==> src/rtl/csa_accumulator.sv <==
// Packet accumulator keeping the running total in carry-save form, then resolving
// it with a CHUNK-wide carry-propagate adder over len/CHUNK cycles.
module csa_accumulator #(
   parameter int len   = 128,
   parameter int CHUNK = 32
) (
   input  logic             clk,
   input  logic             rst,
   input  logic [len-1:0]   din_i,
   input  logic             valid_i,
   input  logic             last_i,
   output logic             ready_o,
   output logic [len-1:0]   sum_o,
   output logic             valid_o,
   input  logic             ready_i,
   output logic [1:0]       state_o
);

   localparam int N  = len / CHUNK;
   localparam int IW = (N > 1) ? $clog2(N) : 1;
   localparam logic [IW-1:0] LAST_IDX = IW'(N - 1);

   localparam logic [1:0] ST_ACC     = 2'd0;
   localparam logic [1:0] ST_RESOLVE = 2'd1;
   localparam logic [1:0] ST_OUT     = 2'd2;

   if ((CHUNK < 1) || (len < CHUNK) || ((len % CHUNK) != 0)) begin : g_bad_params
      $error("csa_accumulator: len must be a non-zero multiple of CHUNK");
   end

   // Handshakes: a beat moves on a rising edge with valid_i && ready_o; a result
   // moves on a rising edge with valid_o && ready_i. Neither side may retract.
   logic [1:0]     state_q, state_d;
   logic [len-1:0] ps_q, ps_d;
   logic [len-1:0] cy_q, cy_d;
   logic           c_q, c_d;
   logic [IW-1:0]  idx_q, idx_d;
   logic [len-1:0] sum_q, sum_d;

   logic [CHUNK:0] slice_sum;
   logic [len-1:0] resolved;
   logic [len-1:0] maj;

   assign slice_sum = {1'b0, ps_q[CHUNK-1:0]} + {1'b0, cy_q[CHUNK-1:0]}
                    + {{CHUNK{1'b0}}, c_q};
   // The resolved slice enters at the top of ps while ps/cy shift down, so after
   // N steps ps holds the full sum with slice 0 at the bottom.
   assign resolved  = (ps_q >> CHUNK) | (len'(slice_sum[CHUNK-1:0]) << (len - CHUNK));
   assign maj       = (ps_q & cy_q) | (ps_q & din_i) | (cy_q & din_i);

   always_comb begin
      state_d = state_q;
      ps_d    = ps_q;
      cy_d    = cy_q;
      c_d     = c_q;
      idx_d   = idx_q;
      sum_d   = sum_q;
      case (state_q)
         ST_ACC: begin
            if (valid_i) begin
               ps_d = ps_q ^ cy_q ^ din_i;
               cy_d = maj << 1;
               if (last_i) begin
                  state_d = ST_RESOLVE;
                  c_d     = 1'b0;
                  idx_d   = '0;
               end
            end
         end
         ST_RESOLVE: begin
            ps_d  = resolved;
            cy_d  = cy_q >> CHUNK;
            c_d   = slice_sum[CHUNK];
            idx_d = idx_q + IW'(1);
            if (idx_q == LAST_IDX) begin
               state_d = ST_OUT;
               sum_d   = resolved;
            end
         end
         ST_OUT: begin
            if (ready_i) begin
               state_d = ST_ACC;
               ps_d    = '0;
               cy_d    = '0;
               c_d     = 1'b0;
               idx_d   = '0;
            end
         end
         default: state_d = ST_ACC;
      endcase
   end

   always_ff @(posedge clk) begin
      if (rst) begin
         state_q <= ST_ACC;
         ps_q    <= '0;
         cy_q    <= '0;
         c_q     <= 1'b0;
         idx_q   <= '0;
         sum_q   <= '0;
      end else begin
         state_q <= state_d;
         ps_q    <= ps_d;
         cy_q    <= cy_d;
         c_q     <= c_d;
         idx_q   <= idx_d;
         sum_q   <= sum_d;
      end
   end

   assign ready_o = (state_q == ST_ACC);
   assign valid_o = (state_q == ST_OUT);
   assign sum_o   = sum_q;
   assign state_o = state_q;

endmodule

==> config.mk <==
export PLATFORM = sky130hd
export DESIGN_NAME = csa_accumulator
export DESIGN_NICKNAME = d
export VERILOG_FILES = /design/src/rtl/csa_accumulator.sv
export SDC_FILE = /design/constraint.sdc
export NUM_CORES = 1
export LEC_CHECK = 0
export ABC_AREA = 0
export BUFFER_PORTS_ARGS = -buffer_cell sky130_fd_sc_hd__buf_4
export CAP_MARGIN = 20
export CORE_MARGIN = 3
export CORE_UTILIZATION = 30
export CTS_BUF_LIST = sky130_fd_sc_hd__clkbuf_16
export DETAILED_ROUTE_END_ITERATION = 8
export PLACE_DENSITY = 0.55
export SYNTH_ARGS = -nofsm -noshare
export SYNTH_HDL_FRONTEND = slang
export SYNTH_SLANG_ARGS = --single-unit
==> constraint.sdc <==
create_clock -name clk -period 5.35 [get_ports clk]
set_clock_uncertainty 0.1 [all_clocks]
set_input_delay 0.2675 -clock clk [delete_from_list [all_inputs] [get_ports clk]]
set_output_delay 0.2675 -clock clk [all_outputs]
set_load 0.005 [all_outputs]
Word-level counts from Yosys, hierarchy flattened
Cells that the tools add are included.
- logic and storage cells: 47
- memories: 0
- latch bits: 0
- bits in writable memories: 0
- bits in read-only memories: 0
- output and inout port bits: 132
- input port bits: 133
- flip-flop bits (word level): 389
- divide/modulo/power cells: 0
- multipliers: 0
- $lt $le $gt $ge: 0
- shift-type cells: 0
- equal/unequal tests: 7
- reductions and logical operators: 6
- multiplexer cells: 17
- bitwise operators: 8
- $add $sub $neg: 3
- operators with widths (cell ; count):
    one-hot mux 128 bit (3 select lines) ; 2
    two-way mux 128 bit ; 3
    AND 127 bit ; 3
    XOR 128 bit ; 2
    bitwise OR 127 bit ; 2
    bitwise OR 96 x 128 -> 128 bit ; 1
    adder 32 x 32 -> 33 bit ; 1
    adder 33 x 1 -> 33 bit ; 1
    two-way mux 2 bit ; 6
    one-hot mux 2 bit (3 select lines) ; 2
    AND reduction 4 bit ; 2
    != test 2 bit (second input constant) ; 3
    == test 2 bit (second input constant) ; 2
    two-way mux 1 bit ; 3
    one-hot mux 1 bit (3 select lines) ; 1
    AND reduction 3 bit ; 1
    nonzero test 3 bit ; 1
    adder 2 x 1 -> 2 bit (second input constant) ; 1
    == test 2 x 1 -> 1 bit (second input constant) ; 1
    logical NOT 2 bit ; 1
    != test 2 x 1 -> 1 bit (second input constant) ; 1
    AND reduction 2 bit ; 1

Longest topological paths before layout
Gate-level depths: netlist of the first run.
- word-level depth: 5
- gate-level depth with buffers: 11
- gate-level depth less buffers: 10

Worst setup path after synthesis of the first run
OpenSTA, ideal clock, no wires.
- kind: flip-flop to flip-flop
- start: reg ps_q[0]
- end: reg ps_q[124]
- path slack: 2.574 ns
- period minus slack after synthesis: 2.776 ns
- required time: 5.176 ns
- setup time: 0.074 ns
- arrival: 2.602 ns
- path buffers: 1
- stages on the path, launching flop included: 12
- cells stage by stage: dfxtp_1 > fa_1 > inv_1 > fa_1 > and2b_2 > o2111ai_4 > a211oi_2 > o31a_2 > o31ai_4 > buf_6 > or4_1 > a31oi_1
- cells in the longest elaborated chain, start to end: 4
- RTL lines (element ; line ; RTL):
    from (decl) ; 34 ; logic [len-1:0] ps_q, ps_d;
    from (signal assigned) ; 103 ; ps_q <= ps_d;
    adder 32 x 32 -> 33 bit ; 44 ; assign slice_sum = {1'b0, ps_q[CHUNK-1:0]} + {1'b0, cy_q[CHUNK-1:0]}
    adder 33 x 1 -> 33 bit ; 45 ; + {{CHUNK{1'b0}}, c_q};
    bitwise OR 96 x 128 -> 128 bit ; 48 ; assign resolved = (ps_q >> CHUNK) | (len'(slice_sum[CHUNK-1:0]) << (len - CHUNK));
    one-hot mux 128 bit (3 select lines) ; 58 ; case (state_q)
No other way between the ends.
A chain may end at the register's enable or synchronous reset.

Worst setup path in the final report of the first run
- start: reg ps_q[0]
- end: reg sum_q[120] (netlist: sum_o[120])
- cells in the longest elaborated chain, start to end: 3
- RTL lines (element ; line ; RTL):
    adder 32 x 32 -> 33 bit ; 44 ;
    adder 33 x 1 -> 33 bit ; 45 ;
    bitwise OR 96 x 128 -> 128 bit ; 48 ;
    to (signal assigned) ; 107 ; sum_q <= sum_d;
    to (decl) ; 38 ; logic [len-1:0] sum_q, sum_d;
No other way between the ends.

==> results.py, run 1 <==
metrics = {
    "worst_setup_path": {
        "worstSetupEndpointType": "register",
        "required_ns": 5.75,
        "worst_path_most_repeated_cell": "fa_1",
        "slowest_stage": "o31ai_4",
        "crit_arrival_ns": 3.66,
        "reg2reg_to": "sum_o[120]",
        "max_stage_delay_ns": 0.50,
        "path_cells": "fa_1 -> inv_1 -> fa_1 -> and2b_2 -> o2111ai_4 -> a211oi_2 -> o31a_2 -> o31ai_4 -> nand4_1 -> a31oi_1",
        "path_max_fanout": 12,
        "worstReg2RegStart": "ps_q[0]",
        "crit_type": "register to register",
        "cp.buffers_inverters": 1,
        "critPathLaunch": "ps_q[0]",
        "worstSetupPathDepth": 10,
        "r2r_slack_ns": 2.09,
        "crit_path_end": "sum_o[120]",
        "reg2regPathDepth": 10,
        "cp-start-kind": "register",
        "cp_top_family": "compound AO/OA/AOI/OAI gates",
    },
    "cts": {
        "cts.clk_slew.worst_paths_ns": 0.06,
        "clock-sinks": 389,
        "postCtsSetupBuffers": 0,
        "cts_buffers": 47,
        "post_cts_resized": 0,
        "worstSkewPairLatency_ns": 0.60,
        "cts_root_buf": "clkbuf_16",
        "htree_levels": 2,
        "cts_hold_buf": 0,
        "cts_tree": "built",
        "cts_buffer_depth": 3,
    },
    "grt": {
        "grt_pass1_vias": 18690,
        "antenna_found_initial": 5,
        "grt_pass1_wl_um": 127000,
        "grt_start_max_net_pins": 228,
        "grt_usage": 0.2314,
        "gr-total-overflow": 0,
    },
    "synth": {
        "syn-cell-area_mm2": 0.02093,
        "yosysSeqAreaShare": 0.3721,
        "yosysWarnings": 0,
        "ys_async_sr_fraction": 0,
        "synth_top_area_frac": 0.3721,
        "syn-num-nets": 2785,
        "syn-instance-count": 2487,
        "ys_types": 65,
        "synth-edff-count": 0,
        "ys_ff_latch": 389,
        "synth.largest_area_cell": "dfxtp_1",
        "netlist_top_cells_area": "dfxtp_1 37%, fa_1 12%, a311oi_1 8.1%",
        "synth_commonest_cells": "389 x dfxtp_1, 275 x nor2_1, 258 x nand2_1, 233 x nor3_1, 206 x clkbuf_1",
        "synth.most_common_cell": "dfxtp_1",
        "ys.flop_type": "dfxtp_1",
        "synth.avg_cell_area_um2": 8.414,
    },
    "sta": {
        "whs_ns": 0.08525,
        "slew_viol_final": 0,
        "worst_slack_ns": 2.089,
        "tightest_slew_ns": 1.270,
        "finalCriticalPeriod_ns": 3.261,
        "hold_viol": 0,
        "max_freq_mhz": 306.7,
        "setup_violations": 0,
        "slew_headroom": 0.1532,
        "fin_tns_setup_ns": 0,
        "post-route-period-util": 0.6094,
        "rsz0062_at_grt": "false",
    },
    "die": {
        "die_x_um": 270.1,
        "start_util": 0.3040,
        "dieArea_mm2": 0.07296,
        "die_h_um": 270.1,
        "core-area_mm2": 0.06883,
        "ios": 265,
        "num_rows": 96,
    },
    "route": {
        "vias_per_cell": 5.456,
        "drt_pass1_iterations": 5,
        "routedWlPerCell_um": 24.57,
        "final_antenna_net_count": 0,
        "drc_errors": 0,
        "drt_wl_total_um": 87600,
        "initialDrtViolationCount": 2248,
        "vias": 19450,
    },
    "final_layout": {
        "fillers": 7051,
        "area_growth_pct": 18.97,
        "layout.nets": 2895,
        "drive_gt1_frac": 0.1374,
        "antenna_cells": 0,
        "post-route-util": 0.3617,
        "final_area_mm2": 0.02490,
    },
    "pwr": {
        "vdd_drop_max_v": 0.0001649,
        "p_leak_nw": 9.581,
        "p_per_area_mw_per_mm2": 382.2,
    },
    "job": {
        "cap_violations": 0,
    },
    "placed_design": {
        "pre_cts_slack_ns": 2.218,
        "dp_hpwl_um": 64480,
        "place_area_mm2": 0.02346,
        "io_buffers": 264,
        "place_congestion": 0.9349,
    },
    "outcome": {
        "status": "finished, final reports clean",
    },
    "hold_path": {
        "worstHoldPathType": "input pin to register",
    },
}
-- registers in the layout (all words and copies together), names as in the netlist --
| register | flops |
|---|---|
| cy_q | 128 |
| ps_q | 128 |
| sum_o | 128 |
| idx_q | 2 |
| state_o | 2 |
| c_q | 1 |
-- area by class of cell --
class	instances	area, um2	area share
clock buffer	48	1201	0.04825
clock inverter	38	234.0	0.009398
inverter	109	409.1	0.01643
multi-input combinational	1770	11940	0.4796
sequential	389	7787	0.3128
tap	931	1165	0.04679
timing repair buffer	280	2160	0.08674
-- routing by layer --
metal | track usage | vias to the layer above | wire length [um]
li1 | - | 8874 | -
met1 | 0.3060 | 9680 | 36670
met2 | 0.3856 | 773 | 41870
met3 | 0.03296 | 118 | 5911
met4 | 0.08236 | 4 | 3119
met5 | 0 | - | 27
-- metrics by stage --
stage	cells	power [mW]
final	3565	9.514
after global routing	3565	9.958
after CTS	3565	9.504
after detailed placement	3479	6.463
after global placement	3479	6.413
after floorplan	2487	5.354
-- worst min-delay path by stage --
| stage | startpoint | endpoint | slack, ns | cells past startpoint |
|---|---|---|---|---|
| 6_report | rst | sum_o[98] | 0.09 | 2 |
| 5_1_grt | rst | sum_o[98] | 0.13 | 2 |
| 4_1_cts | din_i[127] | ps_q[127] | 0.06 | 4 |
| 3_5_place_dp | sum_o[11] | sum_o[11] | 0.35 | 2 |
| 3_3_place_gp | idx_q[1] | idx_q[1] | 0.34 | 2 |
| 2_1_floorplan | idx_q[1] | idx_q[1] | 0.34 | 2 |
-- where the power goes --
group	switching [mW]	internal, mW
registers	0.608	3.21
clock network	1.35	1.68
logic	1.68	0.984
total	3.64	5.87
-- cells by family after synthesis --
logic type,share of synthesized area
xor gates and xnor gates,0.009626
adders and majority gates,0.1449
DFF,0.3721
AOI/OAI and AO/OA,0.1832
muxes,0.001435
buffers and inverters,0.05943
and+or+nand+nor,0.2292
-- cell usage in the layout, fill, tap and decap left out, drive strengths merged, types with 3 or more instances in the layout --
cell	count
or3	6
o21a	4
nand3	21
o22ai	4
fa	129
buf	280
a31oi	7
ha	36
xor2	13
clkinv	21
clkbuf	48
nor2b	194
nand2b	3
o221ai	4
a311oi	193
and3	3
o21ai	60
a22o	3
nand4	19
inv	123
mux2i	3
nand2	258
dfxtp	389
a21o	9
nor4	3
o221a	3
or4	5
nor2	275
and2	5
xnor2	10
a21oi	201
a211oi	31
nor3	233
Note: power is estimated with default switching activity, not from simulation.
==> inputs of run 2 (changes only) <==
Settings changed: PLACE_DENSITY 0.55 to 0.57.
Clock period 5.35 ns to 2.8 ns, I/O delays scaled along.
==> results.py, run 2 (same netlist as run 1, synthesis figures left out) <==
metrics = {
    "cts": {
        "htree_levels": 2,
        "cts_root_buf": "clkbuf_16",
        "cts_tree": "built",
        "cts.clk_slew.worst_paths_ns": 0.06,
        "clock-sinks": 389,
        "cts_buffers": 46,
        "cts_buffer_depth": 3,
        "worstSkewPairLatency_ns": 0.60,
    },
    "grt": {
        "gr-total-overflow": 0,
        "grt.busiest_layer": "met2",
        "met3_usage": 0.03660,
        "grt_use_met2": 0.3870,
        "grt_pass1_vias": 19130,
        "grt_pass1_wl_um": 129300,
        "grt_usage": 0.2347,
        "grt_start_max_net_pins": 107,
        "antenna_found_initial": 8,
        "grt_util_met1": 0.3069,
    },
    "sta": {
        "whs_ns": 0.01920,
        "finalCriticalPeriod_ns": 2.864,
        "max_freq_mhz": 349.2,
        "slew_viol_final": 0,
        "hold_viol": 0,
        "slew_headroom": 0.3444,
        "worst_slack_ns": -0.06408,
        "post-route-period-util": 1.023,
        "tightest_slew_ns": 0.9835,
        "setup_violations": 11,
        "rsz0062_at_grt": "true",
    },
    "placed_design": {
        "place_inst": 3592,
        "place_area_mm2": 0.02450,
        "dp_hpwl_um": 66810,
        "io_buffers": 264,
        "place_congestion": 0.9243,
    },
    "die": {
        "start_util": 0.3040,
        "dieArea_mm2": 0.07296,
        "die_h_um": 270.1,
        "num_rows": 96,
        "core-area_mm2": 0.06883,
        "die_x_um": 270.1,
        "ios": 265,
    },
    "worst_setup_path": {
        "crit_arrival_ns": 3.21,
        "required_ns": 3.15,
        "cp_top_family": "compound AO/OA/AOI/OAI gates",
        "max_stage_delay_ns": 0.40,
        "worstSetupPathDepth": 11,
        "path_max_fanout": 12,
        "slowest_stage": "fa_2",
        "cp-start-kind": "register",
        "worst_path_most_repeated_cell": "fa_2",
        "reg2regPathDepth": 11,
        "cp.buffers_inverters": 2,
        "path_cells": "fa_2 -> inv_2 -> fa_2 -> and2b_2 -> o2111ai_4 -> a211oi_2 -> o31a_2 -> o31ai_4 -> buf_12 -> xor2_1 -> a211oi_1",
        "worstSetupEndpointType": "register",
        "crit_type": "register to register",
    },
    "route": {
        "initialDrtViolationCount": 1847,
        "drc_errors": 0,
        "drt_pass1_iterations": 6,
        "vias": 19700,
        "drt_wl_total_um": 88750,
        "vias_per_cell": 5.331,
        "routedWlPerCell_um": 24.01,
        "final_antenna_net_count": 0,
    },
    "final_layout": {
        "stdcell_count": 3696,
        "drive_gt1_frac": 0.1843,
        "final_common_cell": "dfxtp_1",
        "layout_common_cells": "386 x dfxtp_1, 373 x buf_4, 275 x nor2_1, 257 x nand2_1, 231 x nor3_1",
        "layout.nets": 3023,
        "fillers": 6938,
        "area_growth_pct": 25.62,
        "final_area_mm2": 0.02629,
    },
    "pwr": {
        "vdd_drop_max_v": 0.0004322,
        "p_leak_nw": 10.30,
        "p_per_area_mw_per_mm2": 717.9,
    },
    "outcome": {
        "failed_checks": "negative setup slack",
        "status": "finished, violations left",
    },
    "hold_path": {
        "whs_path_depth": 5,
        "worstHoldPathType": "input pin to register",
    },
    "job": {
        "cap_violations": 0,
    },
}
## run 2: repair_timing
item,CTS,global route
pin swaps,7,8
resized for setup,13,20
buffers inserted,1,3
hold buffers,16,0
hold endpoints to repair,46,0
setup endpoints to repair,23,32
## run 2: layout make-up
| cell class | count | area (um2) | area share |
|---|---|---|---|
| inverters | 109 | 409.1 | 0.01556 |
| multi-input cells | 1770 | 12080 | 0.4595 |
| well taps | 931 | 1165 | 0.04431 |
| clock buffers | 46 | 1151 | 0.04379 |
| flip-flops and latches | 389 | 7791 | 0.2964 |
| clock inverters | 39 | 319.1 | 0.01214 |
| diodes | 3 | 7.507 | 0.0002856 |
| repair buffers | 409 | 3366 | 0.1280 |
## run 2: path summary, 6_finish.rpt
kind,start,endpoint,slack (ns)
max,ps_q[0],sum_o[116],-0.06
min,din_i[77],ps_q[77],0.02
max reg2reg,ps_q[0],sum_o[116],-0.06
min reg2reg,sum_o[16],sum_o[16],0.36
## run 2: routing by layer
layer  share of wire  routed length (um)  vias to the layer above
met1            0.42               37170                     9662
li1                -                   -                     9119
met2            0.47               41520                      766
met3           0.066                5829                      154
met4           0.048                4221                        2
met5         0.00014                  12                        -
## run 2: stage by stage
stage	worst slack [ns]	power, mW	TNS (ns)	utilization
after floorplan	0.02402	10.23	0	-
after global placement	-0.1069	12.69	-0.8414	0.3559
after detailed placement	-0.1777	12.80	-1.266	0.3559
after CTS	-0.03133	18.89	-0.1027	0.3806
after global routing	-0.1733	19.81	-1.899	0.3818
final	-0.06408	18.87	-0.3722	0.3819
## run 2: power by group
group / switching [mW] / internal, mW
clock network: 2.60 / 3.38
registers: 1.05 / 6.13
logic: 3.38 / 2.32
total: 7.04 / 11.8
## run 2: worst reg2reg max path, delay by kind of cell (launching register included)
kind / cells / cell delay (ns)
AOI/OAI and AO/OA: 5 / 1.07
xor gates and xnor gates: 1 / 0.16
DFF: 1 / 0.33
and+or+nand+nor: 1 / 0.24
adders and majority gates: 2 / 0.59
buffers and inverters: 2 / 0.23
